===== config.mk =====
export PLATFORM = sky130hd
export DESIGN_NAME = tis_any_writer
export DESIGN_NICKNAME = d
export VERILOG_FILES = /design/src/rtl/tis_any_writer_pkg.sv /design/src/rtl/tis_ack_prio.sv /design/src/rtl/tis_any_writer.sv
export SDC_FILE = /design/constraint.sdc
export NUM_CORES = 1
export LEC_CHECK = 0
export ABC_AREA = 1
export BUFFER_PORTS_ARGS = -buffer_cell sky130_fd_sc_hd__buf_4
export CAP_MARGIN = 40
export CELL_PAD_IN_SITES_DETAIL_PLACEMENT = 0
export CELL_PAD_IN_SITES_GLOBAL_PLACEMENT = 2
export CORE_ASPECT_RATIO = 1.2
export CORE_UTILIZATION = 15
export DETAILED_ROUTE_END_ITERATION = 10
export GPL_TIMING_DRIVEN = 0
export PLACE_DENSITY = 0.94
export SYNTH_ARGS = -nofsm -noshare
export SYNTH_HDL_FRONTEND = slang
export SYNTH_SLANG_ARGS = --single-unit

===== constraint.sdc =====
create_clock -name clk -period 2.8 [get_ports clk]
set_input_delay 0.56 -clock clk [delete_from_list [all_inputs] [get_ports clk]]
set_output_delay 0.56 -clock clk [all_outputs]
set_load 0.02 [all_outputs]

===== src/rtl/tis_any_writer_pkg.sv =====
// Shared link definitions for the TIS-100 node links: widths, link bit
// positions, direction codes, value range, FSM state type and small helpers
// to clamp a value and pack it onto a link bus.
package tis_any_writer_pkg;

  localparam int DATA_W    = 11;
  localparam int LINK_W    = 15;
  localparam int VALID_BIT = 11;
  localparam int ACK_BIT   = 13;

  // Direction codes double as bit indices into the {down,up,right,left} mask.
  localparam logic [1:0] DIR_L = 2'd0;
  localparam logic [1:0] DIR_R = 2'd1;
  localparam logic [1:0] DIR_U = 2'd2;
  localparam logic [1:0] DIR_D = 2'd3;

  localparam logic signed [DATA_W-1:0] TIS_MAX = 11'sd999;
  localparam logic signed [DATA_W-1:0] TIS_MIN = -11'sd999;

  typedef logic signed [DATA_W-1:0] tis_word_t;
  typedef logic [LINK_W-1:0]        link_t;

  typedef enum logic [1:0] {
    ST_IDLE   = 2'd0,
    ST_OFFER  = 2'd1,
    ST_RETIRE = 2'd2
  } wr_state_t;

  // Saturate a raw word into the TIS-100 value range.
  function automatic tis_word_t tis_clamp(input tis_word_t v);
    if (v > TIS_MAX)      return TIS_MAX;
    else if (v < TIS_MIN) return TIS_MIN;
    else                  return v;
  endfunction

  // Build an outgoing link word: data in the low bits, valid flag, rest zero.
  function automatic link_t link_pack(input tis_word_t d, input logic valid);
    link_t w;
    w                = '0;
    w[DATA_W-1:0]    = d;
    w[VALID_BIT]     = valid;
    return w;
  endfunction

endpackage


===== src/rtl/tis_ack_prio.sv =====
// Combinational 4-way fixed-priority picker: LEFT > RIGHT > UP > DOWN.
// Input bit order is {down,up,right,left}; output is {hit, dir}.
// Shared by the ANY-write and ANY-read paths of a node.
module tis_ack_prio
  import tis_any_writer_pkg::*;
(
  input  logic [3:0] req,
  output logic       hit,
  output logic [1:0] dir
);

  // Lowest-numbered requesting port wins.
  always_comb begin
    // NOTE: every output gets a default first so no path leaves it unassigned
    // (an unassigned path in always_comb would infer a latch).
    hit = |req;
    dir = DIR_L;
    if (req[DIR_L])      dir = DIR_L;
    else if (req[DIR_R]) dir = DIR_R;
    else if (req[DIR_U]) dir = DIR_U;
    else if (req[DIR_D]) dir = DIR_D;
  end

endmodule


===== src/rtl/tis_any_writer.sv =====
// Transmit side of a TIS-100 node link: MOV <src>, {UP|DOWN|LEFT|RIGHT|ANY}.
// One value is offered on every masked port; the first masked neighbour to
// ack takes it, the offer is retracted everywhere, and the writer then waits
// for all incoming acks to drop before accepting the next write.
// Optional feature: define TIS_ANY_LAST_EN to keep a last_dir register that
// records which port took each value; otherwise last_dir is tied to zero.
module tis_any_writer
  import tis_any_writer_pkg::*;
(
  input  logic              clk,
  input  logic              rst_n,
  input  logic              wr_req,
  input  logic [DATA_W-1:0] wr_data,
  input  logic [3:0]        wr_mask,
  output logic              busy,
  output logic              done,
  output logic [1:0]        last_dir,
  output logic [LINK_W-1:0] upOut,
  output logic [LINK_W-1:0] downOut,
  output logic [LINK_W-1:0] leftOut,
  output logic [LINK_W-1:0] rightOut,
  input  logic [LINK_W-1:0] up,
  input  logic [LINK_W-1:0] down,
  input  logic [LINK_W-1:0] left,
  input  logic [LINK_W-1:0] right
);

  wr_state_t  state_q, state_d;
  tis_word_t  data_q;
  logic [3:0] mask_q;
  logic       done_q;
  logic       load;
  logic       take;
  logic [3:0] ack_vec;
  logic       prio_hit;
  logic [1:0] prio_dir;
  link_t      offer_link;

  // Only ACK_BIT of each incoming bus matters to this side of the link.
  assign ack_vec = {down[ACK_BIT], up[ACK_BIT], right[ACK_BIT], left[ACK_BIT]};

  // Acks from ports we are not offering on never count.
  tis_ack_prio u_prio (
    .req (ack_vec & mask_q),
    .hit (prio_hit),
    .dir (prio_dir)
  );

  // Next-state logic: accept in IDLE, complete on the winning ack, then wait
  // for every neighbour to release its ack so a held ack cannot finish the
  // following write.
  always_comb begin
    state_d = state_q;
    load    = 1'b0;
    take    = 1'b0;
    case (state_q)
      ST_IDLE: begin
        if (wr_req && (wr_mask != 4'b0000)) begin
          load    = 1'b1;
          state_d = ST_OFFER;
        end
      end
      ST_OFFER: begin
        if (prio_hit) begin
          take    = 1'b1;
          state_d = ST_RETIRE;
        end
      end
      ST_RETIRE: begin
        if (ack_vec == 4'b0000) state_d = ST_IDLE;
      end
      default: state_d = ST_IDLE;
    endcase
  end

  // State, latched write operands and the done pulse.
  always_ff @(posedge clk or negedge rst_n) begin
    // NOTE: the operand registers are reset along with the FSM; they are a
    // handful of flops and a clean post-reset value keeps debug traces sane.
    if (!rst_n) begin
      state_q <= ST_IDLE;
      data_q  <= '0;
      mask_q  <= '0;
      done_q  <= 1'b0;
    end else begin
      // NOTE: non-blocking assignments so every register samples pre-edge
      // values regardless of statement order.
      state_q <= state_d;
      done_q  <= take;
      if (load) begin
        data_q <= tis_clamp(wr_data);
        mask_q <= wr_mask;
      end
    end
  end

`ifdef TIS_ANY_LAST_EN
  logic [1:0] last_dir_q;

  // Record the port that took the most recent value.
  always_ff @(posedge clk or negedge rst_n) begin
    if (!rst_n)    last_dir_q <= DIR_L;
    else if (take) last_dir_q <= prio_dir;
  end

  assign last_dir = last_dir_q;
`else
  assign last_dir = 2'b00;
`endif

  // The offer is decoded straight from state so reset retracts it at once.
  always_comb begin
    offer_link = link_pack(data_q, 1'b1);
    leftOut    = '0;
    rightOut   = '0;
    upOut      = '0;
    downOut    = '0;
    if (state_q == ST_OFFER) begin
      if (mask_q[DIR_L]) leftOut  = offer_link;
      if (mask_q[DIR_R]) rightOut = offer_link;
      if (mask_q[DIR_U]) upOut    = offer_link;
      if (mask_q[DIR_D]) downOut  = offer_link;
    end
  end

  assign busy = (state_q != ST_IDLE);
  assign done = done_q;

  // Incoming bus bits other than the acks belong to the read path.
  logic unused_link;
  assign unused_link = ^{up, down, left, right, prio_dir};

endmodule


==> run metrics, run 1 <==
final WL 3.77 mm; Initial DRC Count 55; Placer Congestion ~0.74; Total Power 0.00153 W; die height roughly 100 um; Final setup viols 0; filler cell count 994; Synth cell types 18; Pwr per Cell Area ~730 mW/mm^2; TritonCTS buffer count 3; final setup TNS 0 ns; top-count cell post-synth nand2_1; largest net degree at the start of global routing 19; clk_lat worst skew 0.25 ns; Max VDD drop around 0.00014 V; Synth top area share 34.4%; crit path kind reg2out; Multi-input gate area 643 sq um; Net Switching between 0.0007 and 0.0008 W; initial antenna violation count 0; number of synthesized flops with an enable pin 0; via count about 1.5k; DP Worst Slack between 0.9 and 1 ns; run status finished, final reports clean; MaxCap Viol Count 0; part of the power in the clock network between 10 and 15%; gr usage total 8.40%; Final #Nets approximately 380; residual DRC count 0; diodes inserted 0; die area roughly 0.0091 sq mm; layout cells sized above 1 between 30% and 40%; postcts setup bufs 0; deepest clock path buffer count 2; Sequential cell area 450 sq um; post-synth top area cell dfrtp_1; synth top area cells dfrtp_1, nand2_1, nor2_1, buf_4, inv_1; cells after synthesis about 220; dpl hpwl ~3.3 mm; core footprint 0.00852 sq mm; CTS tree yes; share of flip-flops with an asynchronous set or reset 100%; DR vias/cell 3.46; PostCTS Resize Cnt 0; part of the power in registers 30.6%; Syn-to-layout area delta 59.8%; # hold bufs at CTS 0; GR Overflow Total 0; final hold violations 0; Clock transition at path regs roughly 0.07 ns; clock sinks 18; fmax 487 MHz; Lkg Pwr roughly 1.3 nW; I/O Buffers 71; vias in the first global route 1385; placed cell area roughly 0.0020 sq mm; r2r worst-path depth 7; Required @ worst endpoint 2.24 ns; CP Capture Type output pin; Comb power frac a little under three fifths; Clock Skew 0.00146 ns; Ys Warns 0; #FFs+latches synth 18; Die W between 80 and 90 um; fin area approximately 0.0021 sq mm; final core occ around a quarter; Final min period approximately 2.1 ns; DRT Pass-1 Iters 4; H-tree levels 1; DR WL/cell between 8 and 9 um; Main synth FF type dfrtp_1; num ports 142; most frequent cells after synthesis nand2_1, nor2_1, inv_1; first-pass GRT wire length between 6 and 7 mm; ANT nets after route 0; WP data arrival 1.49 ns; setup ws final ~0.75 ns; clk root buf clkbuf_8; HP Class in2async; sw frac a little under half; sequential area share after synthesis 34.4%; crit start category flip-flop; Slew Limit Fails 0; critical-path maximum fanout 10; row cnt 37; synthesized cell area about 0.0013 sq mm; RSZ-0062 raised after global routing no; Avg Cell Area, Syn between 6 and 7 sq um; initial core utilization between 10% and 20%; P_int approximately 0.00082 W; fin crit share 73.4%
metrics by stage:
stage | hold slack [ns] | std cells
6_report | 0.166 | 420
4_1_cts | 0.175 | 420
5_1_grt | 0.173 | 420
3_3_place_gp | 0.436 | 416
3_5_place_dp | 0.441 | 416
2_1_floorplan | 0.264 | 228
state kept, by name, indices dropped and copies added (netlist names):
signal,count
data_q,11
done,1
mask_q,4
state_q,2
power groups by stage:
stage / Clock [W] / Combinational (W) / Sequential [W]
4_1_cts: 0.000210 / 0.000866 / 0.000469
3_3_place_gp: 0 / 0.000856 / 0.000469
2_1_floorplan: 0 / 0.000563 / 0.000454
3_5_place_dp: 0 / 0.000863 / 0.000473
5_1_grt: 0.000226 / 0.000957 / 0.000483
6_report: 0.000207 / 0.000851 / 0.000468
routing by layer:
| metal | routed length [um] | global-route usage (%) |
|---|---|---|
| met5 | 0 | 0 |
| met1 | 1560 | 9.46 |
| met2 | 1840 | 15.2 |
| met3 | 325 | 1.59 |
| met4 | 48 | 3.16 |
layout by cell type (no fill, tap or decap):
| cell | count |
|---|---|
| clkbuf_8 | 4 |
| buf_6 | 1 |
| nor3_1 | 1 |
| inv_1 | 30 |
| nand2_2 | 1 |
| nor2_2 | 2 |
| nand2_1 | 70 |
| ha_1 | 1 |
| dfrtp_1 | 18 |
| nor2_4 | 1 |
| o21ai_0 | 5 |
| nor2_1 | 53 |
| nand3_1 | 7 |
| buf_2 | 5 |
| clkinv_1 | 1 |
| buf_4 | 86 |
| or2_2 | 2 |
| o21ai_2 | 1 |
| conb_1 | 14 |
kinds of logic (layout without fill, tap and decap cells):
family | after synthesis | count (layout) | share of synthesized area [%]
compound gates | 6 | 6 | 2.58
fa+ha+maj | 1 | 1 | 0.955
buf+inv | 52 | 127 | 20.2
flops | 18 | 18 | 34.4
other cells | 1 | 14 | 0.286
simple gates | 137 | 137 | 41.5
critical path, cell delays in order (launching register included):
cell	delay, ns
dfrtp_1	0.41
nor2_2	0.22
nand2_1	0.13
buf_2	0.21
nor2_1	0.13
buf_4	0.16
cell type report:
cell class / instances / area share, %
flip-flops and latches: 18 / 21.5
repair buffers: 71 / 25.5
plain buffers: 21 / 7.11
inverters: 31 / 5.56
well taps: 117 / 6.99
clock buffers: 4 / 2.63
multi-input cells: 158 / 30.7
path summary, 6_finish.rpt:
kind | start | end | slack (ns)
max in group asynchronous | rst_n | data_q[9]$_DFFE_PN0P_ | 2.44
worst max register to register | state_q[1]$_DFFE_PN0P_ | data_q[7]$_DFFE_PN0P_ | 1.58
worst min-delay path | rst_n | done$_DFF_PN0_ | 0.17
min in group clk | data_q[5]$_DFFE_PN0P_ | data_q[5]$_DFFE_PN0P_ | 0.48
worst max-delay path | state_q[1]$_DFFE_PN0P_ | downOut[2] | 0.75
worst min register to register | data_q[5]$_DFFE_PN0P_ | data_q[5]$_DFFE_PN0P_ | 0.48
Note: power is estimated with default switching activity, not from simulation.
==> run 2, diff against run 1 <==
CORE_UTILIZATION = 13   (was 15)
PLACE_DENSITY = 0.88   (was 0.94)
clock period = 1.7 ns   (was 2.8 ns; I/O delays follow)
==> run metrics, run 2 (synthesized netlist as in run 1, its figures left out) <==
TritonCTS buffer count 3 (unchanged); placed cell area 0.00205 sq mm (+0.37%); residual DRC count 0 (unchanged); Initial DRC Count 27 (-51%); layout cells sized above 1 42.9% (+8.9 points); final hold violations 0 (unchanged); fin area 0.00235 sq mm (+12%); H-tree levels 1 (unchanged); Top delay family on crit path flip-flops; die area 0.0105 sq mm (+15%); first-pass GRT wire length 6.27 mm (+1.8%); fmax 594 MHz; I/O Buffers 71 (unchanged); critical-path maximum fanout 10 (unchanged); Die W 93.6 um (+7.2%); HP Class in2reg; via count 1463 (+0.55%); vias in the first global route 1360 (-1.8%); CTS tree yes; Slew Limit Fails 0 (unchanged); clock sinks 18 (unchanged); Clock transition at path regs 0.05 ns (-0.02 ns); Placer Congestion 0.735 (-1.3%); CP bufs+invs 2 (unchanged); diodes inserted 0 (unchanged); num ports 142 (unchanged); GR Overflow Total 0 (unchanged); Total Power 0.00296 W (+94%); initial core utilization 13.6% (-1.8 points); crit path kind reg2out; Max VDD drop 0.000306 V (+130%); initial antenna violation count 0 (unchanged); clk_lat worst skew 0.24 ns (about the same); clk root buf clkbuf_16; largest net degree at the start of global routing 19 (unchanged); Clock Skew 0.00147 ns (+0.00000419 ns); fin crit share between 90% and 100%; Final setup viols 0 (unchanged); crit start category flip-flop; commonest non-fill, non-tap cell in the layout buf_4; DRT Pass-1 Iters 4 (unchanged); critical path, cell by cell nor2_4 -> nand2_2 -> buf_6 -> nor2_1 -> buf_4; WP data arrival 1.34 ns (-0.15 ns); ANT nets after route 0 (unchanged); row cnt 39 (+5.4%); Largest register FFs 11 (unchanged); gr usage total 7.53% (-0.87 points); CP Capture Type output pin; Final #Nets 390 (+1.8%); slowest CP cell dfrtp_2; Pwr per Cell Area 1260 mW/mm^2 (+73%); Final min period approximately 1.7 ns; die height 112 um (+7.3%); Top Registers data_q: 11 flops, mask_q: 4 flops, state_q: 2 flops; run status finished, final reports clean; DR WL/cell 9.17 um (+2.1%); max incr delay on CP 0.42 ns (about the same); DR vias/cell 3.38 (-2.5%); deepest clock path buffer count 2 (unchanged); MaxCap Viol Count 0 (unchanged); most frequent cells in the layout buf_4, nand2_1, nor2_1; Required @ worst endpoint 1.36 ns (-0.88 ns); RSZ-0062 raised after global routing yes; dpl hpwl 3.45 mm (+4.1%); core footprint 0.00966 sq mm (+13%); Syn-to-layout area delta 79.2%; final WL 3.97 mm (+5.2%); Lkg Pwr 1.33 nW (+5.7%); Biggest register data_q
[run 2: changes by cell type in the layout (fill, tap and decap cells not counted), moves of 5 or more]
cell | previous run | this run
nor2_2 | 2 | 16
nor2_1 | 53 | 34
nor2_4 | 1 | 6
buf_4 | 86 | 80
buf_6 | 1 | 16
[run 2: path summary, 6_finish.rpt]
path                            slack [ns]                    from  cells after the start                     end
worst max register to register        0.34  state_q[1]$_DFFE_PN0P_                      8   mask_q[2]$_DFFE_PN0P_
max in group asynchronous             1.00                   rst_n                      2  state_q[1]$_DFFE_PN0P_
worst max-delay path                  0.02  state_q[1]$_DFFE_PN0P_                      5              leftOut[5]
min in group asynchronous             0.49                   rst_n                      2          done$_DFF_PN0_
worst min-delay path                  0.33              wr_mask[3]                      3   mask_q[3]$_DFFE_PN0P_
worst min register to register        0.48   data_q[8]$_DFFE_PN0P_                      2   data_q[8]$_DFFE_PN0P_
[run 2: area by class of cell]
type | count | area, sq um
inverters | 31 | 116
flip-flops and latches | 18 | 452
fillers | 1071 | 7310
clock buffers | 4 | 88.8
plain buffers | 21 | 178
well taps | 123 | 154
repair buffers | 78 | 633
multi-input cells | 158 | 726
[run 2: power by group]
part / switching [W] / internal [W]
Combinational: 0.00103 / 0.000661
Sequential: 0.000131 / 0.000643
Clock: 0.000138 / 0.000357
[run 2: worst register-to-register path: cells and delay by family, from the launching register on]
kind | cells | cell delay [ns]
AND/OR/NAND/NOR | 4 | 0.34
buffers and inverters | 3 | 0.39
AO/OA/AOI/OAI | 1 | 0.09
flip-flops | 1 | 0.42
[run 2: timing repair]
item | in CTS | in global routing
setup buffers | 3 | 3
endpoints found under the hold margin | 18 | 0
pin swaps | 2 | 4
resized for setup | 14 | 36
endpoints found under the setup margin | 40 | 39
hold buffers | 1 | 0
[run 2: stage by stage]
| stage | setup WS [ns] | hold slack, ns | TNS [ns] | util [%] | instances |
|---|---|---|---|---|---|
| floorplan | 0.230 | 0.0444 | 0 | - | 228 |
| global placement | 0.106 | 0.213 | 0 | 21.2 | 422 |
| detailed placement | 0.104 | 0.217 | 0 | 21.2 | 422 |
| CTS | -0.00157 | 0.322 | -0.00157 | 22.9 | 430 |
| global route | -0.0815 | 0.325 | -1.24 | 24.3 | 433 |
| finish | 0.0170 | 0.325 | 0 | 24.3 | 433 |
[run 2: metal layers]
metal | global-route usage, % | vias up | wire length, um
met5 | 0 | - | 0
met1 | 8.56 | 618 | 1680
li1 | - | 785 | -
met3 | 2.05 | 2 | 353
met4 | 2.46 | 0 | 40
met2 | 13.4 | 58 | 1900
